File: config.mk
export PLATFORM = sky130hd
export DESIGN_NAME = sum_nk_pipe
export DESIGN_NICKNAME = d
export VERILOG_FILES = /design/src/rtl/sum_nk_pkg.sv /design/src/rtl/sum_nk_lane.sv /design/src/rtl/sum_nk_pipe.sv
export SDC_FILE = /design/constraint.sdc
export NUM_CORES = 1
export LEC_CHECK = 0
export CORE_UTILIZATION = 35
export CTS_CLUSTER_DIAMETER = 200
export CTS_CLUSTER_SIZE = 24
export DETAILED_ROUTE_END_ITERATION = 16
export PLACE_DENSITY = 0.62
export REMOVE_ABC_BUFFERS = 1
export SLEW_MARGIN = 10
export SYNTH_ARGS = -nofsm -noshare
export SYNTH_HDL_FRONTEND = slang
export SYNTH_HIERARCHICAL = 1
export SYNTH_SLANG_ARGS = --single-unit
File: constraint.sdc
create_clock -name clk -period 3.9 [get_ports clk]
set_input_delay 1.17 -clock clk [delete_from_list [all_inputs] [get_ports clk]]
set_output_delay 1.17 -clock clk [all_outputs]
set_load 0.02 [all_outputs]
File: src/rtl/sum_nk_pkg.sv
// rtl/sum_nk_pkg.sv - shared state type and sizing helpers for the sum_nk_pipe reduction engine
package sum_nk_pkg;

  typedef enum logic [1:0] {
    IDLE   = 2'd0,
    ACCUM  = 2'd1,
    REDUCE = 2'd2,
    DONE   = 2'd3
  } state_t;

  function automatic int lane_width(input int n, input int w);
    return w + $clog2(n);
  endfunction

  function automatic int accum_steps(input int n, input int p);
    return (n + p - 1) / p;
  endfunction

  function automatic int reduce_steps(input int p);
    return $clog2(p);
  endfunction

  // Operand consumed by lane j on accumulation step k.
  function automatic int op_index(input int k, input int p, input int j);
    return k * p + j;
  endfunction

endpackage

File: src/rtl/sum_nk_lane.sv
// rtl/sum_nk_lane.sv - one accumulation lane: a register plus a single adder
// The addend is the lane's operand while accumulating and its partner lane while reducing.
module sum_nk_lane #(
  parameter int LW = 9
) (
  input  logic          clk,
  input  logic          rst,
  input  logic          i_clr,
  input  logic          i_en,
  input  logic          i_reduce,
  input  logic [LW-1:0] i_operand,
  input  logic [LW-1:0] i_partner,
  output logic [LW-1:0] o_acc
);

  logic [LW-1:0] r_acc;
  logic [LW-1:0] w_addend;

  assign w_addend = i_reduce ? i_partner : i_operand;

  always_ff @(posedge clk or negedge rst) begin
    if (!rst) begin
      r_acc <= '0;
    end else if (i_clr) begin
      r_acc <= '0;
    end else if (i_en) begin
      r_acc <= r_acc + w_addend;
    end
  end

  assign o_acc = r_acc;

endmodule

File: src/rtl/sum_nk_pipe.sv
// rtl/sum_nk_pipe.sv - sums N W-bit operands over P lanes in ceil(N/P)+ceil(log2 P) cycles
// Define SUM_NK_SIGNED_EN for two's-complement operands (sign-extended into the lanes).
module sum_nk_pipe
  import sum_nk_pkg::*;
#(
  parameter int N = 10,
  parameter int W = 5,
  parameter int P = 3
) (
  input  logic                    clk,
  input  logic                    rst,
  input  logic                    in_valid,
  output logic                    in_ready,
  input  logic [N*W-1:0]          nums,
  output logic                    out_valid,
  input  logic                    out_ready,
  output logic [W+$clog2(N)-1:0]  sum,
  output logic                    busy
);

  localparam int LW  = lane_width(N, W);
  localparam int A   = accum_steps(N, P);
  localparam int KW  = (A > 1) ? $clog2(A) : 1;
  localparam int LCW = $clog2(P + 1);
  localparam int EXT = LW - W;

  state_t           r_state;
  logic [N*W-1:0]   r_nums;
  logic [KW-1:0]    r_k;
  logic [LCW-1:0]   r_live;

  logic [LW-1:0]    w_ext     [N];
  logic [LW-1:0]    w_operand [P];
  logic [LW-1:0]    w_partner [P];
  logic [LW-1:0]    w_lane    [P];
  logic [P-1:0]     w_en;
  logic [LCW-1:0]   w_half;
  logic             w_clr;
  logic             w_reduce;

  assign w_clr    = (r_state == IDLE) && in_valid;
  assign w_reduce = (r_state == REDUCE);
  assign w_half   = LCW'((int'(r_live) + 1) / 2);

  always_comb begin
    for (int m = 0; m < N; m++) begin
`ifdef SUM_NK_SIGNED_EN
      w_ext[m] = {{EXT{r_nums[m*W+W-1]}}, r_nums[m*W +: W]};
`else
      w_ext[m] = {{EXT{1'b0}}, r_nums[m*W +: W]};
`endif
    end
  end

  // Lanes whose operand index runs past N add zero; upper-half lanes feed the lower half while reducing.
  always_comb begin
    for (int j = 0; j < P; j++) begin
      w_operand[j] = '0;
      w_partner[j] = '0;
      for (int m = 0; m < N; m++) begin
        if (m == op_index(int'(r_k), P, j)) w_operand[j] = w_ext[m];
      end
      for (int m = 0; m < P; m++) begin
        if (m == j + int'(w_half)) w_partner[j] = w_lane[m];
      end
      w_en[j] = (r_state == ACCUM) || (w_reduce && (j < int'(r_live) / 2));
    end
  end

  for (genvar j = 0; j < P; j++) begin : g_lane
    sum_nk_lane #(.LW(LW)) u_lane (
      .clk       (clk),
      .rst       (rst),
      .i_clr     (w_clr),
      .i_en      (w_en[j]),
      .i_reduce  (w_reduce),
      .i_operand (w_operand[j]),
      .i_partner (w_partner[j]),
      .o_acc     (w_lane[j])
    );
  end

  always_ff @(posedge clk or negedge rst) begin
    if (!rst) begin
      r_state <= IDLE;
      r_nums  <= '0;
      r_k     <= '0;
      r_live  <= '0;
    end else begin
      case (r_state)
        IDLE: begin
          if (in_valid) begin
            r_nums  <= nums;
            r_k     <= '0;
            r_live  <= LCW'(P);
            r_state <= ACCUM;
          end
        end
        ACCUM: begin
          if (r_k == KW'(A - 1)) begin
            r_state <= (P == 1) ? DONE : REDUCE;
          end else begin
            r_k <= r_k + KW'(1);
          end
        end
        REDUCE: begin
          r_live <= w_half;
          if (w_half == LCW'(1)) r_state <= DONE;
        end
        DONE: begin
          if (out_ready) r_state <= IDLE;
        end
        default: r_state <= IDLE;
      endcase
    end
  end

  assign in_ready  = (r_state == IDLE);
  assign out_valid = (r_state == DONE);
  assign busy      = (r_state == ACCUM) || (r_state == REDUCE);
  assign sum       = w_lane[0];

endmodule

==> results of run 1 <==
## power by group through the flow
stage,Clock (mW),Combinational [mW],Sequential [mW]
2_1_floorplan,0,3.99,1.68
3_3_place_gp,0,5.83,1.90
3_5_place_dp,0,5.89,1.89
4_1_cts,0.893,6.00,1.88
5_1_grt,0.925,6.86,1.97
6_report,0.868,6.28,1.91
## sequential cells by signal (all words and copies together) (netlist names)
signal	flops
r_state	2
r_live	2
g_lane.u_lane/o_acc	27
r_k	2
r_nums	50
## cells by family (layout without fill, tap and decap cells)
kind of cell / after synthesis / in the layout / synth area share [%]
muxes: 92 / 92 / 14.1
and+or+nand+nor: 234 / 234 / 17.2
buffers and inverters: 66 / 186 / 4.93
adders and majority gates: 42 / 42 / 7.62
other: 1 / 16 / 0.0522
xor gates and xnor gates: 3 / 3 / 0.366
DFF: 83 / 83 / 28.9
AOI/OAI and AO/OA: 259 / 259 / 26.9
## cell type report
cell class | instances | area (µm²) | share of cell area (%)
Multi-Input combinational cell | 645 | 5020 | 54.7
Clock inverter | 4 | 50.0 | 0.545
Timing Repair Buffer | 150 | 1360 | 14.8
Antenna cell | 1 | 2.50 | 0.0273
Tap cell | 270 | 338 | 3.68
Sequential cell | 83 | 2080 | 22.6
Inverter | 20 | 77.6 | 0.845
Clock buffer | 12 | 246 | 2.69
## placed cells by master (no fill, tap or decap), types with 9 or more instances in the layout
cell type,count
sky130_fd_sc_hd__nand2_1,79
sky130_fd_sc_hd__clkdlybuf4s50_1,64
sky130_fd_sc_hd__nor2b_1,10
sky130_fd_sc_hd__ha_1,31
sky130_fd_sc_hd__mux2i_1,19
sky130_fd_sc_hd__buf_4,78
sky130_fd_sc_hd__nand3_1,20
sky130_fd_sc_hd__mux2_2,71
sky130_fd_sc_hd__o21ai_0,56
sky130_fd_sc_hd__and2_1,23
sky130_fd_sc_hd__clkbuf_16,9
sky130_fd_sc_hd__a211oi_1,16
sky130_fd_sc_hd__nor2_1,34
sky130_fd_sc_hd__inv_1,17
sky130_fd_sc_hd__a221oi_1,9
sky130_fd_sc_hd__a21o_1,17
sky130_fd_sc_hd__o22ai_1,9
sky130_fd_sc_hd__a22o_1,9
sky130_fd_sc_hd__dfrtp_1,82
sky130_fd_sc_hd__a22oi_1,9
sky130_fd_sc_hd__conb_1,15
sky130_fd_sc_hd__a21oi_1,24
sky130_fd_sc_hd__nand2b_1,15
## final timing paths
| kind | from | to | cells past startpoint |
|---|---|---|---|
| worst max register to register | r_k[1] | g_lane[1].u_lane/o_acc[8] | 16 |
| max in group asynchronous | rst | r_k[1] | 2 |
| worst min register to register | r_live[0] | r_live[0] | 1 |
| worst max-delay path | r_k[1] | g_lane[1].u_lane/o_acc[8] | 16 |
| min in group asynchronous | rst | r_nums[32] | 1 |
| worst min-delay path | r_live[0] | r_live[0] | 1 |
## through the flow
stage / worst slack, ns / instances
global placement: -0.155 / 1161
detailed placement: -0.178 / 1161
finish: 0.0641 / 1185
CTS: -0.00697 / 1180
floorplan: -0.175 / 748
global route: -0.0567 / 1184
## metal layers
layer,part of all wire (%),vias up,global-route usage (%)
li1,-,3188,-
met1,44,3290,28.0
met2,48,260,35.0
met3,6.0,47,3.55
met4,2.7,0,7.79
met5,0,-,0
## worst register-to-register path: cells and delay by family (launching register included)
family,cells,cell delay (ns)
compound gates,8,1.67
fa+ha+maj,2,0.54
buf+inv,4,0.58
flops,1,0.42
mux,1,0.33
simple gates,1,0.17
## what timing repair did
action,CTS,global route
setup endpoints to repair,4,15
pin swaps,3,17
gates cloned,0,0
gates resized for setup,11,43
buffers inserted,3,4
==> report_table.html, run 1 <==
<table>
<tr><th>Metric</th><th>Value</th></tr>
<tr><th colspan="2">Logic synthesis</th></tr>
<tr><td>Warnings from Yosys</td><td>6</td></tr>
<tr><td>Top cell type's share of synthesized area</td><td>28.9%</td></tr>
<tr><td>Leading post-synthesis cells by instance count</td><td>sky130_fd_sc_hd__dfrtp_1 (83), sky130_fd_sc_hd__nand2_1 (80), sky130_fd_sc_hd__mux2_2 (72), sky130_fd_sc_hd__o21ai_0 (59), sky130_fd_sc_hd__ha_1 (39)</td></tr>
<tr><td>Ys flop type</td><td>sky130_fd_sc_hd__dfrtp_1</td></tr>
<tr><td>Synthesized area divided by synthesized cell count</td><td>9.22 µm²</td></tr>
<tr><td>Post-synthesis async set-or-reset flop share</td><td>100%</td></tr>
<tr><td>EDFF count, synth</td><td>0</td></tr>
<tr><td>Sequential-to-total area share from yosys stat</td><td>28.9%</td></tr>
<tr><td>Post-Syn Area</td><td>0.00719 mm²</td></tr>
<tr><td>Seq cells post-synth</td><td>83</td></tr>
<tr><td>Area contributors post-synth</td><td>sky130_fd_sc_hd__dfrtp_1 (29%), sky130_fd_sc_hd__mux2_2 (11%), sky130_fd_sc_hd__ha_1 (6.8%)</td></tr>
<tr><td>Cell count after synthesis</td><td>780</td></tr>
<tr><td>Unique masters post-synth</td><td>79</td></tr>
<tr><td>Cell with the most instances after synthesis</td><td>sky130_fd_sc_hd__dfrtp_1</td></tr>
<tr><td>Largest area contributor in the netlist</td><td>sky130_fd_sc_hd__dfrtp_1</td></tr>
<tr><th colspan="2">Die</th></tr>
<tr><td>Total core area</td><td>0.0202 mm²</td></tr>
<tr><td>Area of the die</td><td>0.0211 mm²</td></tr>
<tr><td>Horizontal die dimension</td><td>145 µm</td></tr>
<tr><td>Vertical die dimension</td><td>145 µm</td></tr>
<tr><td>Number of placed I/O pins</td><td>66</td></tr>
<tr><td>Number of rows created at floorplan</td><td>52</td></tr>
<tr><td>Initial standard-cell utilization of the core</td><td>35.6%</td></tr>
<tr><th colspan="2">Clocking</th></tr>
<tr><td>Clock-pin transition on the worst setup and hold timing paths</td><td>0.07 ns</td></tr>
<tr><td>Number of buffers added by the clock tree synthesis step</td><td>9</td></tr>
<tr><td>Buffer type at the clock tree root</td><td>sky130_fd_sc_hd__clkbuf_16</td></tr>
<tr><td>Count of H-tree levels built during CTS</td><td>3</td></tr>
<tr><td>CTS tree</td><td>yes</td></tr>
<tr><td>Number of clock sinks</td><td>83</td></tr>
<tr><td>Insertion delay of the later-clocked pin in the worst-skew pair</td><td>0.35 ns</td></tr>
<tr><td>Hold-fix buffers at CTS</td><td>0</td></tr>
<tr><td>Buffer depth of the longest clock path</td><td>2</td></tr>
<tr><th colspan="2">Layout</th></tr>
<tr><td>Fin nets</td><td>1005</td></tr>
<tr><td>Area growth from synthesis to layout</td><td>27.7%</td></tr>
<tr><td>Fraction of the core area covered by cells at the end of the flow</td><td>45.5%</td></tr>
<tr><td>Filler cells</td><td>1958</td></tr>
<tr><td>Proportion of layout cells with a drive suffix above 1</td><td>26.1%</td></tr>
<tr><td>Finished Cell Area</td><td>0.00918 mm²</td></tr>
<tr><th colspan="2">GRT</th></tr>
<tr><td>Global-route usage over all layers</td><td>21.3%</td></tr>
<tr><td>Pin count of the biggest net entering global routing</td><td>46</td></tr>
<tr><td>Initial antenna violation count</td><td>1</td></tr>
<tr><td>Wire length of the first global-routing pass</td><td>35800 µm</td></tr>
<tr><td>Sum of overflow across all layers after global routing</td><td>0</td></tr>
<tr><td>Number of global-route vias before repair</td><td>6655</td></tr>
<tr><th colspan="2">STA</th></tr>
<tr><td>Max-slew violations</td><td>0</td></tr>
<tr><td>Max transition margin</td><td>53.6%</td></tr>
<tr><td>Total Neg Setup Slack</td><td>0 ns</td></tr>
<tr><td>Fmax achieved</td><td>261 MHz</td></tr>
<tr><td>RSZ-0062 raised after global routing</td><td>true</td></tr>
<tr><td>Final-report hold violation count</td><td>0</td></tr>
<tr><td>Transition at the pin with the smallest max-transition slack</td><td>0.695 ns</td></tr>
<tr><td>Fin Hold WS</td><td>0.553 ns</td></tr>
<tr><td>Final count of negative-setup-slack endpoints</td><td>0</td></tr>
<tr><td>Final critical path time including I/O delays and setup</td><td>3.84 ns</td></tr>
<tr><td>Skew final</td><td>0.00937 ns</td></tr>
<tr><td>Final clock period utilization by the worst path</td><td>98.4%</td></tr>
<tr><th colspan="2">Worst setup path</th></tr>
<tr><td>Slowest cell on the critical path</td><td>sky130_fd_sc_hd__dfrtp_2</td></tr>
<tr><td>Critical path data required time</td><td>4.13 ns</td></tr>
<tr><td>Worst reg2reg setup slack</td><td>0.06 ns</td></tr>
<tr><td>Critical path class</td><td>flop to flop</td></tr>
<tr><td>Buffer and inverter count on the worst path</td><td>4</td></tr>
<tr><td>CP startpoint kind</td><td>flop</td></tr>
<tr><td>Cells along the critical path</td><td>buf_4 -&gt; ha_4 -&gt; buf_12 -&gt; a21boi_4 -&gt; buf_6 -&gt; a21o_1 -&gt; a221oi_2 -&gt; a221o_1 -&gt; a41oi_2 -&gt; mux2_4 -&gt; buf_4 -&gt; fa_2 -&gt; a211o_4 -&gt; a211oi_4 -&gt; a211oi_1 -&gt; nand4b_1</td></tr>
<tr><td>CP max stage delay</td><td>0.42 ns</td></tr>
<tr><td>CP max FO</td><td>14</td></tr>
<tr><td>CP top delay family</td><td>compound AO/OA/AOI/OAI gates</td></tr>
<tr><td>Worst endpoint data arrival time</td><td>4.06 ns</td></tr>
<tr><td>Setup crit end kind</td><td>flop</td></tr>
<tr><td>CP most frequent cell</td><td>sky130_fd_sc_hd__buf_4</td></tr>
<tr><th colspan="2">Drt</th></tr>
<tr><td>Number of design rule violations left after detail routing</td><td>0</td></tr>
<tr><td>Final Routed Wirelength</td><td>22100 µm</td></tr>
<tr><td>Post-route antenna net violation count</td><td>0</td></tr>
<tr><td>Count of routing violations after the opening detailed-route iteration</td><td>585</td></tr>
<tr><td>Per-cell routed wire length</td><td>18.6 µm</td></tr>
<tr><td>Post-DR vias/cell</td><td>5.73</td></tr>
<tr><td>Detailed Routing Iterations Pass 1</td><td>5</td></tr>
<tr><td>DR vias</td><td>6785</td></tr>
<tr><th colspan="2">Power and ir drop</th></tr>
<tr><td>Switching Fraction</td><td>45.5%</td></tr>
<tr><td>Part of the total power dissipated in combinational logic</td><td>69.4%</td></tr>
<tr><td>Clock network fraction of total power</td><td>9.6%</td></tr>
<tr><td>Peak ir drop on the vdd network</td><td>0.000381 V</td></tr>
<tr><td>Internal power</td><td>4.94 mW</td></tr>
<tr><td>Psw</td><td>4.12 mW</td></tr>
<tr><td>Leakage power</td><td>3.88 nW</td></tr>
<tr><td>Post-route total power</td><td>9.06 mW</td></tr>
<tr><td>Sequential group share of total power</td><td>21.1%</td></tr>
<tr><td>Power Dens Cells</td><td>987 mW/mm²</td></tr>
<tr><th colspan="2">Flow run</th></tr>
<tr><td>Total of max-cap violations</td><td>0</td></tr>
<tr><th colspan="2">Placement</th></tr>
<tr><td>Half-perimeter wire length after placement</td><td>16700 µm</td></tr>
<tr><td>Placed cell area</td><td>0.00859 mm²</td></tr>
<tr><td>Gp weighted congestion</td><td>0.978</td></tr>
<tr><td>Count of buffers from port buffering</td><td>65</td></tr>
<tr><th colspan="2">Hold path</th></tr>
<tr><td>Worst hold path class</td><td>flop to flop</td></tr>
<tr><th colspan="2">Outcome</th></tr>
<tr><td>Status</td><td>finished, final reports clean</td></tr>
</table>
(Power assumes the default switching activity.)
==> run 2, diff against run 1 <==
--- a/config.mk
+++ b/config.mk
@@ -5,11 +5,13 @@
 export SDC_FILE = /design/constraint.sdc
 export NUM_CORES = 1
 export LEC_CHECK = 0
-export CORE_UTILIZATION = 35
+export ABC_AREA = 1
+export CORE_MARGIN = 2
+export CORE_UTILIZATION = 40
 export CTS_CLUSTER_DIAMETER = 200
 export CTS_CLUSTER_SIZE = 24
 export DETAILED_ROUTE_END_ITERATION = 16
-export PLACE_DENSITY = 0.62
+export PLACE_DENSITY = 0.68
 export REMOVE_ABC_BUFFERS = 1
 export SLEW_MARGIN = 10
 export SYNTH_ARGS = -nofsm -noshare
==> report_table.html, run 2 <==
<table>
<tr><th>Metric</th><th>Value</th></tr>
<tr><th colspan="2">Outcome</th></tr>
<tr><td>Status</td><td>finished, final reports clean</td></tr>
<tr><th colspan="2">STA</th></tr>
<tr><td>Fin Hold WS</td><td>0.521 ns (-0.0323 ns)</td></tr>
<tr><td>Final-report hold violation count</td><td>0 (unchanged)</td></tr>
<tr><td>Transition at the pin with the smallest max-transition slack</td><td>0.777 ns (+0.0814 ns)</td></tr>
<tr><td>Skew final</td><td>0.00407 ns (-0.00530 ns)</td></tr>
<tr><td>Fmax achieved</td><td>285 MHz (+9.4%)</td></tr>
<tr><td>Final count of negative-setup-slack endpoints</td><td>0 (unchanged)</td></tr>
<tr><td>Final critical path time including I/O delays and setup</td><td>3.51 ns (-0.330 ns)</td></tr>
<tr><td>Final clock period utilization by the worst path</td><td>89.9% (-8.5 points)</td></tr>
<tr><td>Total Neg Setup Slack</td><td>0 ns (unchanged)</td></tr>
<tr><td>Max-slew violations</td><td>0 (unchanged)</td></tr>
<tr><td>RSZ-0062 raised after global routing</td><td>false</td></tr>
<tr><td>Max transition margin</td><td>48.2% (-5.3 points)</td></tr>
<tr><th colspan="2">Clocking</th></tr>
<tr><td>Buffer depth of the longest clock path</td><td>2 (unchanged)</td></tr>
<tr><td>Number of clock sinks</td><td>83 (unchanged)</td></tr>
<tr><td>Insertion delay of the later-clocked pin in the worst-skew pair</td><td>0.36 ns (about the same)</td></tr>
<tr><td>CTS tree</td><td>yes</td></tr>
<tr><td>Number of buffers added by the clock tree synthesis step</td><td>9 (unchanged)</td></tr>
<tr><td>Clock-pin transition on the worst setup and hold timing paths</td><td>0.06 ns (about the same)</td></tr>
<tr><td>Buffer type at the clock tree root</td><td>sky130_fd_sc_hd__clkbuf_16</td></tr>
<tr><td>Count of H-tree levels built during CTS</td><td>3 (unchanged)</td></tr>
<tr><td>Setup fix buffers added after clock tree synthesis</td><td>0 (-3)</td></tr>
<tr><th colspan="2">Worst setup path</th></tr>
<tr><td>CP max FO</td><td>18 (+4)</td></tr>
<tr><td>Worst reg2reg setup slack</td><td>0.39 ns (+0.33 ns)</td></tr>
<tr><td>Setup crit end kind</td><td>flop</td></tr>
<tr><td>Critical path data required time</td><td>4.14 ns (about the same)</td></tr>
<tr><td>CP startpoint kind</td><td>flop</td></tr>
<tr><td>Critical register-to-register path startpoint</td><td>r_k[0]</td></tr>
<tr><td>Endpoint of the most critical register-to-register path</td><td>g_lane[1].u_lane/o_acc[2]</td></tr>
<tr><td>Critical path class</td><td>flop to flop</td></tr>
<tr><td>Worst endpoint data arrival time</td><td>3.75 ns (-0.31 ns)</td></tr>
<tr><td>Number of cells traversed by the worst register-to-register path</td><td>19 (+3)</td></tr>
<tr><th colspan="2">Logic synthesis</th></tr>
<tr><td>Post-synthesis async set-or-reset flop share</td><td>100% (unchanged)</td></tr>
<tr><td>EDFF count, synth</td><td>0 (unchanged)</td></tr>
<tr><td>Ys flop type</td><td>sky130_fd_sc_hd__dfrtp_1</td></tr>
<tr><td>Largest area contributor in the netlist</td><td>sky130_fd_sc_hd__dfrtp_1</td></tr>
<tr><td>Warnings from Yosys</td><td>6 (unchanged)</td></tr>
<tr><td>Synthesized area divided by synthesized cell count</td><td>6.28 µm² (-32%)</td></tr>
<tr><td>Top cell type's share of synthesized area</td><td>29.3% (+0.40 points)</td></tr>
<tr><td>Cell count after synthesis</td><td>1128 (+45%)</td></tr>
<tr><td>Leading post-synthesis cells by instance count</td><td>sky130_fd_sc_hd__nand2_1 (464), sky130_fd_sc_hd__inv_1 (168), sky130_fd_sc_hd__o21ai_0 (102), sky130_fd_sc_hd__dfrtp_1 (83), sky130_fd_sc_hd__a21oi_1 (61)</td></tr>
<tr><td>Unique masters post-synth</td><td>41 (-48%)</td></tr>
<tr><td>Seq cells post-synth</td><td>83 (unchanged)</td></tr>
<tr><td>Area contributors post-synth</td><td>sky130_fd_sc_hd__dfrtp_1 (29%), sky130_fd_sc_hd__nand2_1 (25%), sky130_fd_sc_hd__inv_1 (8.9%)</td></tr>
<tr><td>Sequential-to-total area share from yosys stat</td><td>29.3% (+0.40 points)</td></tr>
<tr><td>Post-Syn Area</td><td>0.00709 mm² (-1.4%)</td></tr>
<tr><td>Cell with the most instances after synthesis</td><td>sky130_fd_sc_hd__nand2_1</td></tr>
<tr><th colspan="2">Layout</th></tr>
<tr><td>Fin nets</td><td>1291 (+28%)</td></tr>
<tr><td>Fraction of the core area covered by cells at the end of the flow</td><td>47.9% (+2.4 points)</td></tr>
<tr><td>Number of flip-flops under the largest register name</td><td>50 (unchanged)</td></tr>
<tr><td>Final Non-Filler Cells</td><td>1425 (+20%)</td></tr>
<tr><td>Finished Cell Area</td><td>0.00829 mm² (-9.7%)</td></tr>
<tr><td>Antenna Diode Count</td><td>0 (-1)</td></tr>
<tr><td>Proportion of layout cells with a drive suffix above 1</td><td>5.25% (-21 points)</td></tr>
<tr><td>Register with the most flip-flops</td><td>r_nums</td></tr>
<tr><td>Most common library cell in the layout ignoring fill and taps</td><td>sky130_fd_sc_hd__nand2_1</td></tr>
<tr><td>Most frequent cells in the layout</td><td>sky130_fd_sc_hd__nand2_1 (464), sky130_fd_sc_hd__inv_1 (167), sky130_fd_sc_hd__o21ai_0 (102), sky130_fd_sc_hd__dfrtp_1 (83), sky130_fd_sc_hd__clkdlybuf4s50_1 (64)</td></tr>
<tr><td>Area growth from synthesis to layout</td><td>16.9%</td></tr>
<tr><th colspan="2">Drt</th></tr>
<tr><td>DR vias</td><td>7123 (+5.0%)</td></tr>
<tr><td>Per-cell routed wire length</td><td>13.6 µm (-27%)</td></tr>
<tr><td>Post-route antenna net violation count</td><td>0 (unchanged)</td></tr>
<tr><td>Detailed Routing Iterations Pass 1</td><td>5 (unchanged)</td></tr>
<tr><td>Number of design rule violations left after detail routing</td><td>0 (unchanged)</td></tr>
<tr><td>Count of routing violations after the opening detailed-route iteration</td><td>607 (+3.8%)</td></tr>
<tr><td>Final Routed Wirelength</td><td>19300 µm (-12%)</td></tr>
<tr><td>Post-DR vias/cell</td><td>5.00 (-13%)</td></tr>
<tr><th colspan="2">GRT</th></tr>
<tr><td>Pin count of the biggest net entering global routing</td><td>84 (+83%)</td></tr>
<tr><td>Number of global-route vias before repair</td><td>6526 (-1.9%)</td></tr>
<tr><td>Sum of overflow across all layers after global routing</td><td>0 (unchanged)</td></tr>
<tr><td>Global-route usage over all layers</td><td>21.9% (+0.63 points)</td></tr>
<tr><td>Initial antenna violation count</td><td>0 (-1)</td></tr>
<tr><td>Wire length of the first global-routing pass</td><td>32400 µm (-9.3%)</td></tr>
<tr><th colspan="2">Die</th></tr>
<tr><td>Number of placed I/O pins</td><td>66 (unchanged)</td></tr>
<tr><td>Horizontal die dimension</td><td>137 µm (-5.6%)</td></tr>
<tr><td>Initial standard-cell utilization of the core</td><td>41.0% (+5.3 points)</td></tr>
<tr><td>Area of the die</td><td>0.0188 mm² (-11%)</td></tr>
<tr><td>Number of rows created at floorplan</td><td>48 (-7.7%)</td></tr>
<tr><td>Vertical die dimension</td><td>137 µm (-5.6%)</td></tr>
<tr><td>Total core area</td><td>0.0173 mm² (-14%)</td></tr>
<tr><th colspan="2">Hold path</th></tr>
<tr><td>Number of stages on the worst hold path</td><td>2 (+1)</td></tr>
<tr><td>Hold Path Origin</td><td>r_nums[9]</td></tr>
<tr><td>Worst hold path class</td><td>flop to flop</td></tr>
<tr><td>Min-Delay Endpoint</td><td>r_nums[9]</td></tr>
<tr><th colspan="2">Placement</th></tr>
<tr><td>Cell total after placement</td><td>1409 (+21%)</td></tr>
<tr><td>Gp weighted congestion</td><td>0.920 (-5.9%)</td></tr>
<tr><td>Half-perimeter wire length after placement</td><td>14600 µm (-13%)</td></tr>
<tr><td>Placed cell area</td><td>0.00796 mm² (-7.3%)</td></tr>
<tr><td>Count of buffers from port buffering</td><td>65 (unchanged)</td></tr>
<tr><th colspan="2">Power and ir drop</th></tr>
<tr><td>Power Dens Cells</td><td>1030 mW/mm² (+4.8%)</td></tr>
<tr><td>Peak ir drop on the vdd network</td><td>0.000522 V (+37%)</td></tr>
<tr><td>Leakage power</td><td>4.35 nW (+12%)</td></tr>
<tr><th colspan="2">Flow run</th></tr>
<tr><td>Total of max-cap violations</td><td>0 (unchanged)</td></tr>
</table>
-- run 2: cell count changes after synthesis, moves of 17 or more --
cell / previous run / this run
sky130_fd_sc_hd__nand2_1: 80 / 464
sky130_fd_sc_hd__mux2_2: 72 / 0
sky130_fd_sc_hd__mux2i_1: 20 / 0
sky130_fd_sc_hd__o21ai_0: 59 / 102
sky130_fd_sc_hd__a21o_1: 17 / 0
sky130_fd_sc_hd__inv_1: 19 / 168
sky130_fd_sc_hd__nand3_1: 22 / 53
sky130_fd_sc_hd__a21oi_1: 25 / 61
sky130_fd_sc_hd__and2_1: 23 / 0
sky130_fd_sc_hd__a211oi_1: 20 / 0
-- run 2: worst max-delay path: stages, from the launching register on --
cell and delay, ns:
sky130_fd_sc_hd__dfrtp_1 0.43, sky130_fd_sc_hd__inv_1 0.18, sky130_fd_sc_hd__ha_1 0.42, sky130_fd_sc_hd__nand3_2 0.35, sky130_fd_sc_hd__o21ai_0 0.27, sky130_fd_sc_hd__inv_1 0.06
sky130_fd_sc_hd__nand2_1 0.07, sky130_fd_sc_hd__nand2_1 0.05, sky130_fd_sc_hd__nand2_1 0.05, sky130_fd_sc_hd__nand2_1 0.05, sky130_fd_sc_hd__nand2_1 0.05, sky130_fd_sc_hd__nand2_1 0.06
sky130_fd_sc_hd__nand2_1 0.05, sky130_fd_sc_hd__a21oi_1 0.07, sky130_fd_sc_hd__nand2_1 0.07, sky130_fd_sc_hd__nand2_1 0.06, sky130_fd_sc_hd__ha_1 0.21, sky130_fd_sc_hd__fa_1 0.38
sky130_fd_sc_hd__or2_2 0.28, sky130_fd_sc_hd__a32o_1 0.24
-- run 2: worst max-delay path by stage --
stage                     startpoint                         to  slack [ns]
after floorplan             in_valid  g_lane[0].u_lane/o_acc[2]        0.38
after global placement        r_k[0]  g_lane[0].u_lane/o_acc[2]        0.49
after CTS                     r_k[0]  g_lane[0].u_lane/o_acc[8]        0.30
after global routing          r_k[1]  g_lane[0].u_lane/o_acc[6]        0.08
after detailed placement      r_k[0]  g_lane[0].u_lane/o_acc[8]        0.32
final                         r_k[0]  g_lane[1].u_lane/o_acc[2]        0.39
-- run 2: per-layer routing --
layer  GRT usage (%)  share of wire, %
met2            33.1                43
met3            2.37               5.9
met4            8.02               2.0
met1            32.1                49
met5               0                 0
-- run 2: power by group --
group	switching (mW)	total, mW	internal [mW]
clock	0.364	0.959	0.595
combinational	3.69	5.92	2.23
sequential	0.395	1.69	1.30
-- run 2: layout make-up --
type                    count  area (µm²)
fillers                  1808        9010
multi-input cells         852        4210
flip-flops and latches     83        2080
repair buffers             73         721
inverters                 176         667
well taps                 225         282
clock buffers              12         256
clock inverters             4        72.6
-- run 2: per-stage QoR --
| stage | setup slack [ns] | power, mW |
|---|---|---|
| 2_1_floorplan | 0.375 | 6.01 |
| 3_3_place_gp | 0.488 | 7.46 |
| 3_5_place_dp | 0.318 | 7.56 |
| 4_1_cts | 0.302 | 8.57 |
| 5_1_grt | 0.0761 | 9.54 |
| 6_report | 0.394 | 8.57 |
-- run 2: cell families after synthesis --
| group | synth area share, % |
|---|---|
| AO/OA/AOI/OAI | 15.3 |
| buffers and inverters | 12.1 |
| AND/OR/NAND/NOR | 35.2 |
| flip-flops | 29.3 |
| XOR/XNOR | 0.371 |
| other | 0.0529 |
| adder cells (fa/ha/maj) | 7.73 |
-- run 2: timing repair --
| item | 4_1_cts | 5_1_grt |
|---|---|---|
| setup endpoints to repair | 0 | 6 |
| hold buffers | 0 | 0 |
| gates resized for setup | 0 | 1 |
==> run 3, diff against run 2 <==
--- a/config.mk
+++ b/config.mk
@@ -12,7 +12,6 @@
 export CTS_CLUSTER_SIZE = 24
 export DETAILED_ROUTE_END_ITERATION = 16
 export PLACE_DENSITY = 0.68
-export REMOVE_ABC_BUFFERS = 1
 export SLEW_MARGIN = 10
 export SYNTH_ARGS = -nofsm -noshare
 export SYNTH_HDL_FRONTEND = slang
==> report_table.html, run 3 (synthesis results as in run 2) <==
<table>
<tr><th>Metric</th><th>Value</th></tr>
<tr><th colspan="2">Placement</th></tr>
<tr><td>Worst slack at placement</td><td>0.377 ns (+0.0590 ns)</td></tr>
<tr><td>Gp weighted congestion</td><td>0.913 (-0.76%)</td></tr>
<tr><td>Count of buffers from port buffering</td><td>65 (unchanged)</td></tr>
<tr><td>Half-perimeter wire length after placement</td><td>14400 µm (-0.98%)</td></tr>
<tr><th colspan="2">GRT</th></tr>
<tr><td>Global-route usage over all layers</td><td>21.4% (-0.54 points)</td></tr>
<tr><td>Number of global-route vias before repair</td><td>6539 (+0.20%)</td></tr>
<tr><td>Pin count of the biggest net entering global routing</td><td>49 (-42%)</td></tr>
<tr><td>Wire length of the first global-routing pass</td><td>31900 µm (-1.8%)</td></tr>
<tr><td>Sum of overflow across all layers after global routing</td><td>0 (unchanged)</td></tr>
<tr><td>Initial antenna violation count</td><td>0 (unchanged)</td></tr>
<tr><th colspan="2">Worst setup path</th></tr>
<tr><td>Critical register-to-register path startpoint</td><td>r_k[1]</td></tr>
<tr><td>CP most frequent cell</td><td>sky130_fd_sc_hd__nand2_1</td></tr>
<tr><td>Critical path class</td><td>flop to flop</td></tr>
<tr><td>Setup crit end kind</td><td>flop</td></tr>
<tr><td>Worst endpoint data arrival time</td><td>3.69 ns (-0.06 ns)</td></tr>
<tr><td>CP max FO</td><td>9 (-9)</td></tr>
<tr><td>CP startpoint kind</td><td>flop</td></tr>
<tr><td>Critical path data required time</td><td>4.14 ns (about the same)</td></tr>
<tr><td>CP max stage delay</td><td>0.44 ns (about the same)</td></tr>
<tr><td>Worst Setup SP</td><td>r_k[1]</td></tr>
<tr><td>Slowest cell on the critical path</td><td>sky130_fd_sc_hd__dfrtp_1</td></tr>
<tr><th colspan="2">Clocking</th></tr>
<tr><td>Insertion delay of the later-clocked pin in the worst-skew pair</td><td>0.35 ns (about the same)</td></tr>
<tr><td>Count of H-tree levels built during CTS</td><td>3 (unchanged)</td></tr>
<tr><td>Setup fix buffers added after clock tree synthesis</td><td>0 (unchanged)</td></tr>
<tr><td>Hold-fix buffers at CTS</td><td>0 (unchanged)</td></tr>
<tr><td>Number of buffers added by the clock tree synthesis step</td><td>9 (unchanged)</td></tr>
<tr><td>Buffer depth of the longest clock path</td><td>2 (unchanged)</td></tr>
<tr><td>Number of clock sinks</td><td>83 (unchanged)</td></tr>
<tr><td>CTS tree</td><td>yes</td></tr>
<tr><td>Clock-pin transition on the worst setup and hold timing paths</td><td>0.06 ns (about the same)</td></tr>
<tr><td>Buffer type at the clock tree root</td><td>sky130_fd_sc_hd__clkbuf_16</td></tr>
<tr><th colspan="2">STA</th></tr>
<tr><td>Final count of negative-setup-slack endpoints</td><td>0 (unchanged)</td></tr>
<tr><td>Final clock period utilization by the worst path</td><td>88.6% (-1.3 points)</td></tr>
<tr><td>RSZ-0062 raised after global routing</td><td>false</td></tr>
<tr><td>Final setup margin</td><td>0.446 ns (+0.0523 ns)</td></tr>
<tr><td>Final critical path time including I/O delays and setup</td><td>3.45 ns (-0.0523 ns)</td></tr>
<tr><td>Final-report hold violation count</td><td>0 (unchanged)</td></tr>
<tr><td>Fmax achieved</td><td>290 MHz (+1.5%)</td></tr>
<tr><td>Max transition margin</td><td>49.9% (+1.7 points)</td></tr>
<tr><td>Transition at the pin with the smallest max-transition slack</td><td>0.751 ns (-0.0255 ns)</td></tr>
<tr><td>Max-slew violations</td><td>0 (unchanged)</td></tr>
<tr><td>Skew final</td><td>0.00958 ns (+0.00551 ns)</td></tr>
<tr><td>Total Neg Setup Slack</td><td>0 ns (unchanged)</td></tr>
<tr><th colspan="2">Layout</th></tr>
<tr><td>Area growth from synthesis to layout</td><td>17.5%</td></tr>
<tr><td>Register with the most flip-flops</td><td>r_nums</td></tr>
<tr><td>Proportion of layout cells with a drive suffix above 1</td><td>5.66% (+0.41 points)</td></tr>
<tr><td>Most common library cell in the layout ignoring fill and taps</td><td>sky130_fd_sc_hd__nand2_1</td></tr>
<tr><td>Antenna Diode Count</td><td>0 (unchanged)</td></tr>
<tr><td>Fin nets</td><td>1293 (+0.15%)</td></tr>
<tr><td>Number of flip-flops under the largest register name</td><td>50 (unchanged)</td></tr>
<tr><td>Most frequent cells in the layout</td><td>sky130_fd_sc_hd__nand2_1 (463), sky130_fd_sc_hd__inv_1 (167), sky130_fd_sc_hd__o21ai_0 (102), sky130_fd_sc_hd__dfrtp_1 (83), sky130_fd_sc_hd__clkdlybuf4s50_1 (64)</td></tr>
<tr><th colspan="2">Die</th></tr>
<tr><td>Number of placed I/O pins</td><td>66 (unchanged)</td></tr>
<tr><td>Area of the die</td><td>0.0188 mm² (unchanged)</td></tr>
<tr><td>Horizontal die dimension</td><td>137 µm (unchanged)</td></tr>
<tr><td>Total core area</td><td>0.0173 mm² (unchanged)</td></tr>
<tr><td>Number of rows created at floorplan</td><td>48 (unchanged)</td></tr>
<tr><td>Vertical die dimension</td><td>137 µm (unchanged)</td></tr>
<tr><td>Initial standard-cell utilization of the core</td><td>41.0% (unchanged)</td></tr>
<tr><th colspan="2">Drt</th></tr>
<tr><td>Final Routed Wirelength</td><td>19100 µm (-1.4%)</td></tr>
<tr><td>Detailed Routing Iterations Pass 1</td><td>5 (unchanged)</td></tr>
<tr><td>Count of routing violations after the opening detailed-route iteration</td><td>422 (-30%)</td></tr>
<tr><td>Post-route antenna net violation count</td><td>0 (unchanged)</td></tr>
<tr><td>Number of design rule violations left after detail routing</td><td>0 (unchanged)</td></tr>
<tr><td>Per-cell routed wire length</td><td>13.4 µm (-1.6%)</td></tr>
<tr><td>Post-DR vias/cell</td><td>4.93 (-1.4%)</td></tr>
<tr><td>DR vias</td><td>7034 (-1.2%)</td></tr>
<tr><th colspan="2">Power and ir drop</th></tr>
<tr><td>Psw</td><td>4.44 mW (-0.37%)</td></tr>
<tr><td>Power Dens Cells</td><td>1040 mW/mm² (+0.32%)</td></tr>
<tr><td>Clock network fraction of total power</td><td>12.0% (+0.8 points)</td></tr>
<tr><td>Leakage power</td><td>4.38 nW (+0.55%)</td></tr>
<tr><td>Switching Fraction</td><td>51.4% (-0.61 points)</td></tr>
<tr><td>Part of the total power dissipated in combinational logic</td><td>68.5% (-0.6 points)</td></tr>
<tr><td>Peak ir drop on the vdd network</td><td>0.000662 V (+27%)</td></tr>
<tr><td>Sequential group share of total power</td><td>19.5% (-0.2 points)</td></tr>
<tr><td>Internal power</td><td>4.20 mW (+2.1%)</td></tr>
<tr><td>Post-route total power</td><td>8.64 mW (+0.81%)</td></tr>
<tr><th colspan="2">Outcome</th></tr>
<tr><td>Status</td><td>finished, final reports clean</td></tr>
<tr><th colspan="2">Hold path</th></tr>
<tr><td>Hold Path Origin</td><td>r_nums[8]</td></tr>
<tr><td>Worst hold path class</td><td>flop to flop</td></tr>
<tr><th colspan="2">Flow run</th></tr>
<tr><td>Total of max-cap violations</td><td>0 (unchanged)</td></tr>
</table>
==> run 3: power groups by stage <==
stage	clock network, mW	registers [mW]	logic (mW)
CTS	1.06	1.67	5.87
detailed placement	0	1.68	5.84
global route	1.09	1.74	6.82
finish	1.04	1.68	5.92
global placement	0	1.68	5.77
floorplan	0	1.61	4.52
==> run 3: area by class of cell <==
type,count,area (µm²)
clock buffers,12,267
clock inverters,4,95.1
flip-flops and latches,83,2080
repair buffers,75,723
fillers,1818,8970
well taps,225,282
multi-input cells,852,4220
inverters,176,667
==> run 3: worst paths after layout <==
| path | to | slack [ns] | depth (start not counted) |
|---|---|---|---|
| setup / recovery | g_lane[2].u_lane/o_acc[6] | 0.45 | 25 |
| hold / removal | r_nums[8] | 0.51 | 2 |
| setup reg to reg | g_lane[2].u_lane/o_acc[6] | 0.45 | 25 |
| hold reg to reg | r_nums[8] | 0.51 | 2 |
| max in group asynchronous | r_nums[40] | 2.39 | 2 |
| min in group asynchronous | r_nums[6] | 0.76 | 1 |
==> run 3: worst max-delay path: cells and delay by family, from the launching register on <==
family | cells | cell delay, ns
buf+inv | 1 | 0.14
compound gates | 1 | 0.08
flops | 1 | 0.44
simple gates | 20 | 1.62
fa+ha+maj | 3 | 1.07
==> run 3: timing repair <==
| action | CTS | global route |
|---|---|---|
| resized for setup | 0 | 3 |
| endpoints found under the hold margin | 0 | 0 |
| endpoints found under the setup margin | 0 | 6 |
==> run 3: stage by stage <==
| stage | util (%) | instance area, µm² | hold WS, ns | cells |
|---|---|---|---|---|
| after floorplan | - | 7140 | 0.471 | 1142 |
| after global placement | 46.0 | 7960 | 0.496 | 1411 |
| after detailed placement | 46.0 | 7960 | 0.503 | 1411 |
| after CTS | 48.1 | 8320 | 0.520 | 1427 |
| after global routing | 48.1 | 8330 | 0.537 | 1427 |
| final | 48.1 | 8330 | 0.514 | 1427 |
==> run 3: routing by layer <==
layer / vias up / routed length (µm) / GRT usage [%] / part of all wire [%]
met5: - / 0 / 0 / 0
met4: 0 / 262 / 6.24 / 1.4
met3: 16 / 952 / 2.30 / 5.0
met2: 186 / 7860 / 31.7 / 41
met1: 3168 / 9990 / 32.4 / 52
li1: 3664 / - / - / -
